File: src/rtl/mem_access_if.sv
// External data bus between the memory-stage access controller and memory.
interface mem_access_if;
    logic        BusReq;
    logic        BusWe;
    logic [15:0] BusAddr;
    logic [15:0] BusWData;
    logic        BusAck;
    logic [15:0] BusRData;

    modport master (
        output BusReq,
        output BusWe,
        output BusAddr,
        output BusWData,
        input  BusAck,
        input  BusRData
    );

    modport slave (
        input  BusReq,
        input  BusWe,
        input  BusAddr,
        input  BusWData,
        output BusAck,
        output BusRData
    );
endinterface

File: src/rtl/mem_access.sv
// Memory-stage access controller: runs one req/ack bus transaction per
// load/store, stalls the upstream pipeline meanwhile and gates RegWrite
// towards MEM/WB so stalled cycles become bubbles.
module mem_access #(
    parameter int unsigned TIMEOUT    = 255,
    parameter logic [15:0] FAULT_DATA = 16'hFFFF
) (
    input  logic        Clk,
    input  logic        Rst,
    input  logic        MemRead,
    input  logic        MemWrite,
    input  logic [15:0] Addr,
    input  logic [15:0] WData,
    input  logic        RegWriteIn,
    output logic        RegWrite2,
    output logic [15:0] DataOut2,
    output logic        Stall,
    output logic        Fault,
    mem_access_if.master bus
);

    typedef enum logic [1:0] {IDLE, ACCESS, DONE} state_t;

    // Counter value seen in the last ACCESS cycle before abort.
    localparam logic [7:0] CNT_LAST = 8'(TIMEOUT - 1);

    state_t      state_q, state_d;
    logic        busreq_q, busreq_d;
    logic        buswe_q, buswe_d;
    logic [15:0] busaddr_q, busaddr_d;
    logic [15:0] buswdata_q, buswdata_d;
    logic [15:0] dout_q, dout_d;
    logic        fault_q, fault_d;
    logic [7:0]  cnt_q, cnt_d;
    logic        req;

    // A store wins when both MemRead and MemWrite are set.
    assign req = MemRead | MemWrite;

    // State and bus registers; reset abandons any transaction in flight.
    always_ff @(posedge Clk or negedge Rst) begin
        if (!Rst) begin
            state_q    <= IDLE;
            busreq_q   <= 1'b0;
            buswe_q    <= 1'b0;
            busaddr_q  <= 16'h0000;
            buswdata_q <= 16'h0000;
            dout_q     <= 16'h0000;
            fault_q    <= 1'b0;
            cnt_q      <= 8'h00;
        end else begin
            state_q    <= state_d;
            busreq_q   <= busreq_d;
            buswe_q    <= buswe_d;
            busaddr_q  <= busaddr_d;
            buswdata_q <= buswdata_d;
            dout_q     <= dout_d;
            fault_q    <= fault_d;
            cnt_q      <= cnt_d;
        end
    end

    // Next-state, bus launch/completion and pipeline stall/bubble control.
    always_comb begin
        state_d    = state_q;
        busreq_d   = busreq_q;
        buswe_d    = buswe_q;
        busaddr_d  = busaddr_q;
        buswdata_d = buswdata_q;
        dout_d     = dout_q;
        fault_d    = fault_q;
        cnt_d      = cnt_q;
        Stall      = 1'b0;

        case (state_q)
            IDLE: begin
                if (req) begin
                    Stall      = 1'b1;
                    busaddr_d  = Addr;
                    buswdata_d = WData;
                    buswe_d    = MemWrite;
                    busreq_d   = 1'b1;
                    cnt_d      = 8'h00;
                    state_d    = ACCESS;
                end
            end
            ACCESS: begin
                Stall = 1'b1;
                // A read is any transaction launched with BusWe low.
                if (bus.BusAck) begin
                    if (!buswe_q) dout_d = bus.BusRData;
                    busreq_d = 1'b0;
                    buswe_d  = 1'b0;
                    state_d  = DONE;
                end else if (cnt_q == CNT_LAST) begin
                    if (!buswe_q) dout_d = FAULT_DATA;
                    busreq_d = 1'b0;
                    buswe_d  = 1'b0;
                    fault_d  = 1'b1;
                    state_d  = DONE;
                end else begin
                    cnt_d = cnt_q + 8'h01;
                end
            end
            DONE: begin
                fault_d = 1'b0;
                state_d = IDLE;
            end
            default: begin
                state_d = IDLE;
            end
        endcase

        RegWrite2 = RegWriteIn & ~Stall;
    end

    assign bus.BusReq   = busreq_q;
    assign bus.BusWe    = buswe_q;
    assign bus.BusAddr  = busaddr_q;
    assign bus.BusWData = buswdata_q;
    assign DataOut2     = dout_q;
    assign Fault        = fault_q;

endmodule

File: src/flat_wrapper.sv
// flat-port wrapper written by rule: the top's interface ports become plain ports
module mem_access_flat 
#(
    parameter int unsigned TIMEOUT    = 255,
    parameter logic [15:0] FAULT_DATA = 16'hFFFF
)
  (Clk, Rst, MemRead, MemWrite, Addr, WData, RegWriteIn, RegWrite2, DataOut2, Stall, Fault, bus_BusReq, bus_BusWe, bus_BusAddr, bus_BusWData, bus_BusAck, bus_BusRData);
  mem_access_if bus_i ();
  input  logic Clk;
  input  logic Rst;
  input  logic MemRead;
  input  logic MemWrite;
  input  logic [15:0] Addr;
  input  logic [15:0] WData;
  input  logic RegWriteIn;
  output logic RegWrite2;
  output logic [15:0] DataOut2;
  output logic Stall;
  output logic Fault;
  output wire logic [$bits(bus_i.BusReq)-1:0] bus_BusReq;
  output wire logic [$bits(bus_i.BusWe)-1:0] bus_BusWe;
  output wire logic [$bits(bus_i.BusAddr)-1:0] bus_BusAddr;
  output wire logic [$bits(bus_i.BusWData)-1:0] bus_BusWData;
  input wire logic [$bits(bus_i.BusAck)-1:0] bus_BusAck;
  input wire logic [$bits(bus_i.BusRData)-1:0] bus_BusRData;
  assign bus_BusReq = bus_i.BusReq;
  assign bus_BusWe = bus_i.BusWe;
  assign bus_BusAddr = bus_i.BusAddr;
  assign bus_BusWData = bus_i.BusWData;
  assign bus_i.BusAck = bus_BusAck;
  assign bus_i.BusRData = bus_BusRData;
  mem_access #(.TIMEOUT(TIMEOUT), .FAULT_DATA(FAULT_DATA)) u_core (.Clk(Clk), .Rst(Rst), .MemRead(MemRead), .MemWrite(MemWrite), .Addr(Addr), .WData(WData), .RegWriteIn(RegWriteIn), .RegWrite2(RegWrite2), .DataOut2(DataOut2), .Stall(Stall), .Fault(Fault), .bus(bus_i));
endmodule
File: config.mk
export PLATFORM = sky130hd
export DESIGN_NAME = mem_access_flat
export DESIGN_NICKNAME = d
export VERILOG_FILES = /design/src/rtl/mem_access_if.sv /design/src/rtl/mem_access.sv /design/src/flat_wrapper.sv
export SDC_FILE = /design/constraint.sdc
export NUM_CORES = 1
export LEC_CHECK = 0
export ABC_AREA = 1
export CORE_MARGIN = 5
export CORE_UTILIZATION = 45
export CTS_BUF_LIST = sky130_fd_sc_hd__clkbuf_4 sky130_fd_sc_hd__clkbuf_8
export CTS_CLUSTER_DIAMETER = 40
export DETAILED_ROUTE_END_ITERATION = 6
export HOLD_SLACK_MARGIN = 0.1
export PLACE_DENSITY = 0.82
export SYNTH_ARGS = -nofsm -noshare
export SYNTH_HDL_FRONTEND = slang
export SYNTH_SLANG_ARGS = --single-unit
File: constraint.sdc
create_clock -name Clk -period 1.9 [get_ports Clk]
set_input_delay 0.285 -clock Clk [delete_from_list [all_inputs] [get_ports Clk]]
set_output_delay 0.285 -clock Clk [all_outputs]
set_load 0.005 [all_outputs]
== Word level (Yosys, flattened, before mapping) ==
Cells that the tools add are included.
Storage, ports and cells
  register bits after elaboration: 61
  bits of input ports: 54
Operators by class
  $add $sub $neg: 1
  equality and inequality tests: 8
  multiplexer cells: 23
  bitwise logic cells: 4
  reductions and logical operators: 10
Operators with widths (count)
  $mux 16: 4
  $mux 8: 3
  $pmux 8 s2: 1
  $reduce_and 3->1: 3
  $add 8x1->8 const B: 1
  $eq 8x8->1 const B: 1
  $pmux 1 s2: 4
  $mux 1: 7
  $mux 2: 3
  $reduce_bool 2->1: 3
  $ne 2x1->1 const B: 2
  $ne 2x2->1 const B: 2
  $pmux 2 s2: 1
  $reduce_and 2->1: 2
  $reduce_and 4->1: 1
  $ne 3x2->1 const B: 1
  $eq 2x1->1 const B: 1
  $eq 2x2->1 const B: 1
  $logic_not 2->1: 1
  $not 1->1: 2
  $and 1x1->1: 1
  $or 1x1->1: 1

== Depth between registers and ports, before layout ==
Gate-level depths: netlist of run 1.
  depth in word-level cells: 5
  depth in mapped cells: 10

== Least setup slack after synthesis of run 1 ==
Ideal clock, no wire load.
  path type: register -> register
  start: register u_core.cnt_q[0]
  end: register u_core.dout_q[10] (netlist: u_core.DataOut2[10])
  arrival: 1.299 ns
  slack: 0.484 ns
  stages on the path, launching flop included: 11
  path buffers: 1
  clock period less this slack: 1.416 ns
  cells stage by stage: dfrtp_1 inv_1 ha_1 inv_1 nor2_4 nand3_4 nand2_8 nand2_8 buf_12 nand2_2 nand2_1
On the way
  cells in the longest elaborated chain, start to end: 3
RTL lines
  start: declaration: line mem_access.sv:34  | logic [7:0] cnt_q, cnt_d;
  start signal: assignment: line mem_access.sv:59  | cnt_q <= cnt_d;
  $eq 8x8->1: line mem_access.sv:95  | end else if (cnt_q == CNT_LAST) begin
  $reduce_bool 2->1 (no line)
  $reduce_and 3->1 (no line)
  end signal: assignment: line mem_access.sv:57  | dout_q <= dout_d;
  end: declaration: line mem_access.sv:32  | logic [15:0] dout_q, dout_d;
Every way passes these cells.
A chain may end at the register's enable or synchronous reset.

== Worst setup path after layout of run 1 ==
  start: register u_core.state_q[0]
  end: register u_core.buswdata_q[12] (netlist: u_core.bus.BusWData[12])
On the way
  cells in the longest elaborated chain, start to end: 2
RTL lines
  start: declaration: line mem_access.sv:27  | state_t state_q, state_d;
  start signal: assignment: line mem_access.sv:52  | state_q <= state_d;
  $logic_not 2->1: line mem_access.sv:75  | case (state_q)
  $reduce_and 2->1 (no line)
  end signal: assignment: line mem_access.sv:56  | buswdata_q <= buswdata_d;
  end: declaration: line mem_access.sv:31  | logic [15:0] buswdata_q, buswdata_d;
Every way passes these cells.

==> results of run 1 <==
[sequential cells by signal, indices dropped and copies added (netlist names)]
register	count
u_core.bus.BusWe	1
u_core.bus.BusAddr	16
u_core.bus.BusWData	16
u_core.Fault	1
u_core.DataOut2	16
u_core.state_q	2
u_core.cnt_q	8
u_core.bus.BusReq	1
[per-stage QoR]
step	total power (µW)	instances
after floorplan	3393	247
after CTS	6030	440
after global routing	6395	441
after detailed placement	4938	423
after global placement	4856	423
final	5971	441
[power groups by stage]
| stage | clock network, µW | registers, µW | logic (µW) |
|---|---|---|---|
| after floorplan | 0 | 2280 | 1120 |
| after global placement | 0 | 2240 | 2620 |
| after detailed placement | 0 | 2260 | 2680 |
| final | 1030 | 2250 | 2680 |
| after global routing | 1110 | 2340 | 2940 |
| after CTS | 1060 | 2260 | 2720 |
[repair_timing]
action	CTS	global route
hold buffers	1	0
buffers inserted	1	1
pin swaps	1	3
hold endpoints to repair	61	0
resized for setup	4	6
endpoints found under the setup margin	2	2
[worst min-delay path: cells and delay by family]
family                 cells  cell delay (ns)
and+or+nand+nor            1             0.07
buffers and inverters      1             0.27
AOI/OAI and AO/OA          1             0.06
[logic make-up (layout without fill, tap and decap cells)]
logic type      after synthesis  in the layout
xor+xnor                      1              1
mux                          32             32
fa+ha+maj                     2              2
simple gates                124            124
compound gates               10             10
buf+inv                      17            136
flops                        61             61
[final timing paths]
check / startpoint / cells past startpoint / endpoint
hold reg to reg: u_core.DataOut2[4] / 2 / u_core.DataOut2[4]
min in group asynchronous: Rst / 3 / u_core.bus.BusAddr[0]
setup reg to reg: u_core.state_q[0] / 6 / u_core.bus.BusWData[12]
max in group asynchronous: Rst / 3 / u_core.state_q[0]
hold / removal: MemWrite / 3 / u_core.bus.BusWe
setup / recovery: u_core.state_q[0] / 6 / u_core.bus.BusWData[12]
[routing by layer]
metal  global-route usage (%)  vias to the layer above  part of all wire (%)
li1                         -                     1047                     -
met1                    21.64                     1003                    41
met2                    29.73                       83                    49
met3                    3.857                        8                   9.2
met4                    7.950                        0                   1.0
met5                        0                        -                     0
[final cells by class]
cell class / count / area, µm² / area share (%)
Sequential cell: 61 / 1528 / 37.32
Timing Repair Buffer: 113 / 1142 / 27.90
Inverter: 8 / 30.03 / 0.7335
Multi-Input combinational cell: 169 / 1120 / 27.35
Tap cell: 75 / 93.84 / 2.292
Clock inverter: 3 / 21.27 / 0.5196
Clock buffer: 12 / 158.9 / 3.881
[cells in the mapped netlist]
master and count:
a31oi_1 1, buf_4 4, clkinv_1 1, a21o_1 1, buf_2 1, nor2_1 14, buf_12 1, clkbuf_1 2
nand3_1 29, nor2_4 2, nand3_4 1, dfrtp_1 61, buf_6 1, o21ai_2 1, nand2_4 1, inv_2 2
ha_1 2, or2_2 16, mux2_2 4, o21ai_0 2, a21oi_1 2, inv_1 5, nand2_8 2, o21ai_1 3
nand2_2 13, nand2_1 46, xnor2_1 1, mux2_1 28
==> out/results.ini, run 1 <==
[status]
status = finished clean

[yosys]
synth_cell_types = 28
yosys.area_share.adder_pct = 0.9183
synth_area_leaders = dfrtp_1 (56%), mux2_1 (12%), nand2_1 (6.3%)
synth_compound_area_share_pct = 2.112
yosys.area_share.simple_pct = 23.60
avgSynthCellArea_um2 = 11.03
netlist_instances = 247
synth_nets = 303
synth_top_area_share_pct = 56.01
ys_warn_count = 0
synthMuxAreaShare_pct = 13.22
synth_area_um2 = 2725
synth-seq-cells = 61
synth_top_area_cell = dfrtp_1
synth-xor-area-share_pct = 0.3214
ys_seq_area_share_pct = 56.01
synth_top_family_by_area = simple AND/OR/NAND/NOR gates

[timing]
post-route-period-util_pct = 87.45
worst_hold_slack_ns = 0.3994
setup_tns_ns = 0
maxSlewViolCount = 0
finalClockSkew_ns = 0.009059
fin_crit_ns = 1.662
worst_slew_pin_slew_ns = 0.5583
setup_viol = 0
finalHoldViolations = 0
grt_setup_unrepaired = no
max-slew-margin-rel_pct = 62.55
finalWorstSetupSlack_ns = 0.2385
fmax_mhz = 601.8

[power]
switching_share_pct = 31.98
power_frac_comb_pct = 44.9
p_clk_share_pct = 17.3
p_seq_share_pct = 37.8
internal-power_uw = 4061
p_leak_uw = 0.001815
peakVddDrop_mv = 0.7484
power.switching_uw = 1909
power_density_nw_per_um2 = 1458

[routing]
drtPass1Iterations = 5
drc = 0
vias = 2141
ant_nets = 0
drt_iter0_drc = 125
wirelength_um = 6274
avgViaCountPerCell = 4.855
wire_per_inst_um = 14.23

[finish]
post-route-util_pct = 69.15
area_growth_pct = 50.23
nets = 418
antenna-diode-count = 0
fillers = 455
final_cell_area_um2 = 4094
final_common_cell = clkdlybuf4s50_1
final_layout_size_suffix_gt1_share_pct = 18.58
final_cell_mix = clkdlybuf4s50_1 (101), dfrtp_1 (60), nand2_1 (44)

[run]
drv_cap = 0

[worst_setup_path]
crit_path_frequent_cell = buf_4
cp_data_arrival_time_ns = 1.87
cp_cell_sequence = nor2_4, o21ai_4, buf_4, buf_4, buf_12, mux2_1
required_ns = 2.11
r2r_slack_ns = 0.24
path_class = flop to flop
max_stage_delay_ns = 0.45
crit_path_top_delay_cell = dfrtp_2
crit_family = buffers and inverters
start_kind = flop
crit_fanout = 31
cp_num_buf_inv = 3
critPathCaptureType = flop

[floorplan]
die_x_um = 87.82
fp.coreArea_um2 = 5921
ios = 107
start_util_pct = 46.03
die_height_um = 87.82
die_area_um2 = 7712
rows = 28

[placement]
dp_slack_ns = -0.05883
placed_cell_area_um2 = 3864
finalWeightedCongestion = 0.7781
io_buffers = 106
dpl.hpwl_um = 4626

[clocking]
clockBufferDepth = 2
clkLatencyLatePin_ns = 0.33
htree_num_levels = 3
cts.clk_slew.worst_paths_ns = 0.06
cts_tree = done
cts-root-buf = clkbuf_8
numCtsBuffers = 9
cts_num_sinks = 61

[global_route]
grtUsageTotal_pct = 17.63
grt-ovfl-total = 0
grt_max_degree = 62
grt_pass1_wl_um = 10410
grt_pass1_vias = 2211
antenna_found_initial = 0

[worst_hold_path]
min_path_type = input pin to flop

Power figures use the tool's default switching activity.
==> inputs of run 2 (changes only) <==
--- a/config.mk
+++ b/config.mk
@@ -12,7 +12,7 @@
 export CTS_CLUSTER_DIAMETER = 40
 export DETAILED_ROUTE_END_ITERATION = 6
 export HOLD_SLACK_MARGIN = 0.1
-export PLACE_DENSITY = 0.82
+export PLACE_DENSITY_LB_ADDON = 0.2
 export SYNTH_ARGS = -nofsm -noshare
 export SYNTH_HDL_FRONTEND = slang
 export SYNTH_SLANG_ARGS = --single-unit
==> run 2 against run 1 <==
Compared with the run above:
- register-to-register slack better by 0.13 ns
- die area stayed put
- via count is 1.5% lower
- fmax is 8.8% lower
- utilization is 0.25 points lower
- final cell count is 0.23% higher
- largest power group unchanged
- global-route usage is 0.21 points higher
- routed wire length is 1.7% lower
- flip-flop and latch count stayed put
==> out/results.ini, run 2 (synthesis results as in run 1) <==
[worst_setup_path]
crit_fanout = 2
required_ns = 1.62
max_stage_delay_ns = 0.50
crit_path_top_delay_cell = clkdlybuf4s50_1
rr_worst_depth = 9
r2r_slack_ns = 0.37
cp_cell_sequence = nor2_4, o21ai_4, nand2_1, clkdlybuf4s50_1
start_kind = flop
cp_num_buf_inv = 1
path_depth = 4
critPathCaptureType = primary output
cp_data_arrival_time_ns = 1.54
path_class = flop to primary output
crit_family = buffers and inverters

[routing]
ant_nets = 0
drc = 0
drtPass1Iterations = 4
avgViaCountPerCell = 4.771
wirelength_um = 6167
wire_per_inst_um = 13.95
vias = 2109
drt_iter0_drc = 48

[status]
status = finished clean

[timing]
max-slew-margin-rel_pct = 68.50
grt_setup_unrepaired = no
fin_crit_ns = 1.821
worst_slew_pin_slew_ns = 0.4725
setup_tns_ns = 0
finalHoldViolations = 0
setup_viol = 0
maxSlewViolCount = 0
fmax_mhz = 549.2
finalClockSkew_ns = 0.004403
post-route-period-util_pct = 95.84

[clocking]
clockBufferDepth = 2
cts-root-buf = clkbuf_8
cts_tree = done
numCtsBuffers = 9
cts_num_sinks = 61
clkLatencyLatePin_ns = 0.33
cts.clk_slew.worst_paths_ns = 0.06
htree_num_levels = 3

[global_route]
grt_max_degree = 28
grt_pass1_wl_um = 10480
grt_pass1_vias = 2185
grt-ovfl-total = 0
antenna_found_initial = 0
grtUsageTotal_pct = 17.84

[power]
switching_share_pct = 31.53
power_frac_comb_pct = 45.1
internal-power_uw = 4048
p_leak_uw = 0.001802
power_density_nw_per_um2 = 1450
p_clk_share_pct = 16.9
p_seq_share_pct = 37.9
power.switching_uw = 1865
power_uw = 5913
peakVddDrop_mv = 0.7044

[finish]
final_layout_size_suffix_gt1_share_pct = 18.26
seq_area_um2 = 1526
fillers = 462
multi_input_area_um2 = 1112
final_common_cell = clkdlybuf4s50_1
final_cell_mix = clkdlybuf4s50_1 (104), dfrtp_1 (61), nand2_1 (45)
nets = 419
area_growth_pct = 49.68
antenna-diode-count = 0

[run]
drv_cap = 0

[placement]
finalWeightedCongestion = 0.8520
io_buffers = 106
dpl.hpwl_um = 4800

[floorplan]
die_area_um2 = 7712
fp.coreArea_um2 = 5921
ios = 107
die_height_um = 87.82
rows = 28
die_x_um = 87.82
start_util_pct = 46.03

[worst_hold_path]
min_path_type = input pin to asynchronous set/reset pin

## run 2: per-stage QoR
| stage | std cells | instance area (µm²) | hold slack [ns] | worst slack (ns) | utilization [%] |
|---|---|---|---|---|---|
| detailed placement | 426 | 3886 | 0.2697 | 0.02984 | 65.64 |
| global placement | 426 | 3886 | 0.2640 | 0.04499 | 65.64 |
| floorplan | 247 | 2725 | -0.01059 | 0.4842 | - |
| finish | 442 | 4079 | 0.4430 | 0.07905 | 68.89 |
| CTS | 442 | 4071 | 0.4375 | 0.01349 | 68.77 |
| global route | 442 | 4079 | 0.4839 | 0.005076 | 68.89 |
## run 2: worst paths after layout
check	startpoint	end
hold / removal	Rst	u_core.bus.BusWData[5]
min in group Clk	u_core.DataOut2[3]	u_core.DataOut2[3]
hold reg to reg	u_core.DataOut2[3]	u_core.DataOut2[3]
max in group asynchronous	Rst	u_core.bus.BusAddr[3]
setup / recovery	u_core.state_q[1]	Stall
setup reg to reg	u_core.cnt_q[0]	u_core.DataOut2[15]
## run 2: layout make-up
type,count,share of cell area (%)
repair buffers,114,28.10
inverters,8,0.7362
clock inverters,2,0.2454
clock buffers,13,3.926
well taps,75,2.301
flip-flops and latches,61,37.42
multi-input cells,169,27.27
## run 2: power groups by stage
stage	combinational (µW)	clock (µW)	sequential, µW
after CTS	2730	1030	2240
after detailed placement	2710	0	2250
after global placement	2660	0	2230
after global routing	2950	1100	2330
after floorplan	1120	0	2280
final	2670	1000	2240
## run 2: worst register-to-register path, stage by stage (launching register included)
cell     delay [ns]
dfrtp_1        0.43
inv_1          0.09
ha_1           0.14
inv_1          0.06
nor2_4         0.14
nand3_4        0.11
nand2_8        0.15
nand2_8        0.14
nand2_1        0.10
nand2_1        0.05
## run 2: timing repair
| item | 4_1_cts | 5_1_grt |
|---|---|---|
| hold endpoints to repair | 18 | 0 |
| resized for setup | 2 | 2 |
| pin swaps | 0 | 1 |
| hold buffers | 1 | 0 |
| cloned | 0 | 0 |
| setup buffers | 0 | 0 |
| endpoints found under the setup margin | 2 | 2 |
## run 2: per-layer routing
metal / part of all wire (%) / track usage, %
met2: 51 / 29.38
met5: 0 / 0
met4: 1.9 / 8.229
met1: 40 / 21.09
met3: 7.1 / 6.021
==> inputs of run 3 (changes only) <==
--- a/config.mk
+++ b/config.mk
@@ -6,6 +6,7 @@
 export NUM_CORES = 1
 export LEC_CHECK = 0
 export ABC_AREA = 1
+export CORE_ASPECT_RATIO = 2
 export CORE_MARGIN = 5
 export CORE_UTILIZATION = 45
 export CTS_BUF_LIST = sky130_fd_sc_hd__clkbuf_4 sky130_fd_sc_hd__clkbuf_8
==> run 3 against run 2 <==
Compared with the run above:
- fmax grew 13%
- final cell count fell by 2.0%
- utilization down 0.64 points
- worst setup slack improved by 0.21 ns
- count of clock-buffer cells in the layout unchanged
- via count is 4.2% higher
- global-route usage grew 0.61 points
- routed wire length grew 7.6%
- clock power about the same
- first-iteration DRC count is 6.3% higher
- critical endpoint unchanged
- highest routed layer unchanged
==> out/results.ini, run 3 (synthesis results as in run 1) <==
[placement]
dpl.hpwl_um = 5187
dp_slack_ns = -0.005829
dp.cells = 417
io_buffers = 106
finalWeightedCongestion = 0.7962

[worst_setup_path]
worst_r2r_endpoint = u_core.DataOut2[2]
path_class = flop to primary output
r2r_slack_ns = 0.36
cp-startpoint = u_core.state_q[1]
start_kind = flop
reg2reg_from = u_core.cnt_q[0]
cp_data_arrival_time_ns = 1.32
critPathCaptureType = primary output
endpoint = Stall
required_ns = 1.62
crit_fanout = 2
rr_worst_depth = 9

[worst_hold_path]
hold_start = MemWrite
min_path_type = input pin to flop

[floorplan]
start_util_pct = 45.76
die_x_um = 65.03
die_area_um2 = 7806
ios = 107
rows = 40
fp.coreArea_um2 = 5956
die_height_um = 120.1

[timing]
grt_setup_unrepaired = no
maxSlewViolCount = 0
post-route-period-util_pct = 84.58
max-slew-margin-rel_pct = 63.43
setup_tns_ns = 0
finalHoldViolations = 0
finalWorstSetupSlack_ns = 0.2929
worst_slew_pin_slew_ns = 0.5486
fmax_mhz = 622.3
setup_viol = 0
fin_crit_ns = 1.607
finalClockSkew_ns = 0.006659

[clocking]
clockBufferDepth = 2
cts_num_sinks = 61
clkLatencyLatePin_ns = 0.34
post_cts_buffers = 0
cts_tree = done
htree_num_levels = 3
cts.clk_slew.worst_paths_ns = 0.06
cts-root-buf = clkbuf_8
numCtsBuffers = 9

[finish]
final_cell_mix = clkdlybuf4s50_1 (102), dfrtp_1 (60), nand2_1 (45)
final_layout_size_suffix_gt1_share_pct = 19.19
area_growth_pct = 49.17
nets = 422
fillers = 462
antenna-diode-count = 0
fin_cells = 433
final_common_cell = clkdlybuf4s50_1

[global_route]
antenna_found_initial = 0
grtUsageTotal_pct = 18.45
grt_pass1_vias = 2280
grt_max_degree = 26
grt_pass1_wl_um = 10880
grt-ovfl-total = 0

[routing]
drt_iter0_drc = 51
vias = 2198
drc = 0
wire_per_inst_um = 15.33
avgViaCountPerCell = 5.076
wirelength_um = 6638
drtPass1Iterations = 4
ant_nets = 0

[power]
peakVddDrop_mv = 0.7705
power.switching_uw = 1887
switching_share_pct = 31.88
internal-power_uw = 4032
p_clk_share_pct = 16.9
power_density_nw_per_um2 = 1456
power_uw = 5919
p_leak_uw = 0.001810
p_seq_share_pct = 38.1
power_frac_comb_pct = 45.0

[status]
status = finished clean

[run]
drv_cap = 0

[run 3: how the worst min path moves through the flow]
| stage | slack [ns] | cells after the start | to |
|---|---|---|---|
| after global routing | 0.43 | 3 | u_core.bus.BusWe |
| after detailed placement | 0.30 | 1 | u_core.bus.BusAddr[14] |
| after floorplan | -0.01 | 0 | u_core.DataOut2[0] |
| after global placement | 0.30 | 1 | u_core.bus.BusAddr[9] |
| final | 0.37 | 3 | u_core.bus.BusWe |
| after CTS | 0.35 | 3 | u_core.bus.BusWe |
[run 3: worst max-delay path, stage by stage, from the launching register on]
cell and delay, ns:
dfrtp_1 0.42, nor2_4 0.16, o21ai_4 0.07, nand2_1 0.09, dlygate4sd2_1 0.24
[run 3: final cells by class]
type	count	area, µm²	share of cell area, %
Multi-Input combinational cell	169	1117	27.49
Timing Repair Buffer	117	1141	28.07
Inverter	8	30.03	0.7387
Clock buffer	13	160.2	3.940
Clock inverter	2	10.01	0.2462
Tap cell	63	78.83	1.939
Sequential cell	61	1528	37.58
[run 3: routing by layer]
layer  part of all wire, %  vias to the layer above  GRT usage, %
met5                     0                        -             0
met4                   1.3                        0         8.182
met3                   6.5                        6         4.775
met2                    58                       77         34.19
met1                    34                     1068         18.75
li1                      -                     1047             -
[run 3: repair_timing]
| item | 4_1_cts | 5_1_grt |
|---|---|---|
| setup endpoints to repair | 2 | 1 |
| pin swaps | 1 | 0 |
| hold buffers | 1 | 0 |
| endpoints found under the hold margin | 21 | 0 |
| gates resized for setup | 7 | 1 |
[run 3: per-stage QoR]
stage,utilization [%],area [µm²],hold WS [ns]
after global placement,64.96,3869,0.3019
after CTS,68.21,4063,0.3520
after floorplan,-,2725,-0.01059
after global routing,68.26,4065,0.4329
after detailed placement,64.96,3869,0.3008
final,68.26,4065,0.3729
[run 3: power by group through the flow]
stage                     clock (µW)  sequential (µW)  combinational, µW
final                            998             2260               2660
after global routing            1090             2340               2910
after CTS                       1030             2260               2730
after detailed placement           0             2260               2710
after global placement             0             2230               2670
after floorplan                    0             2280               1120
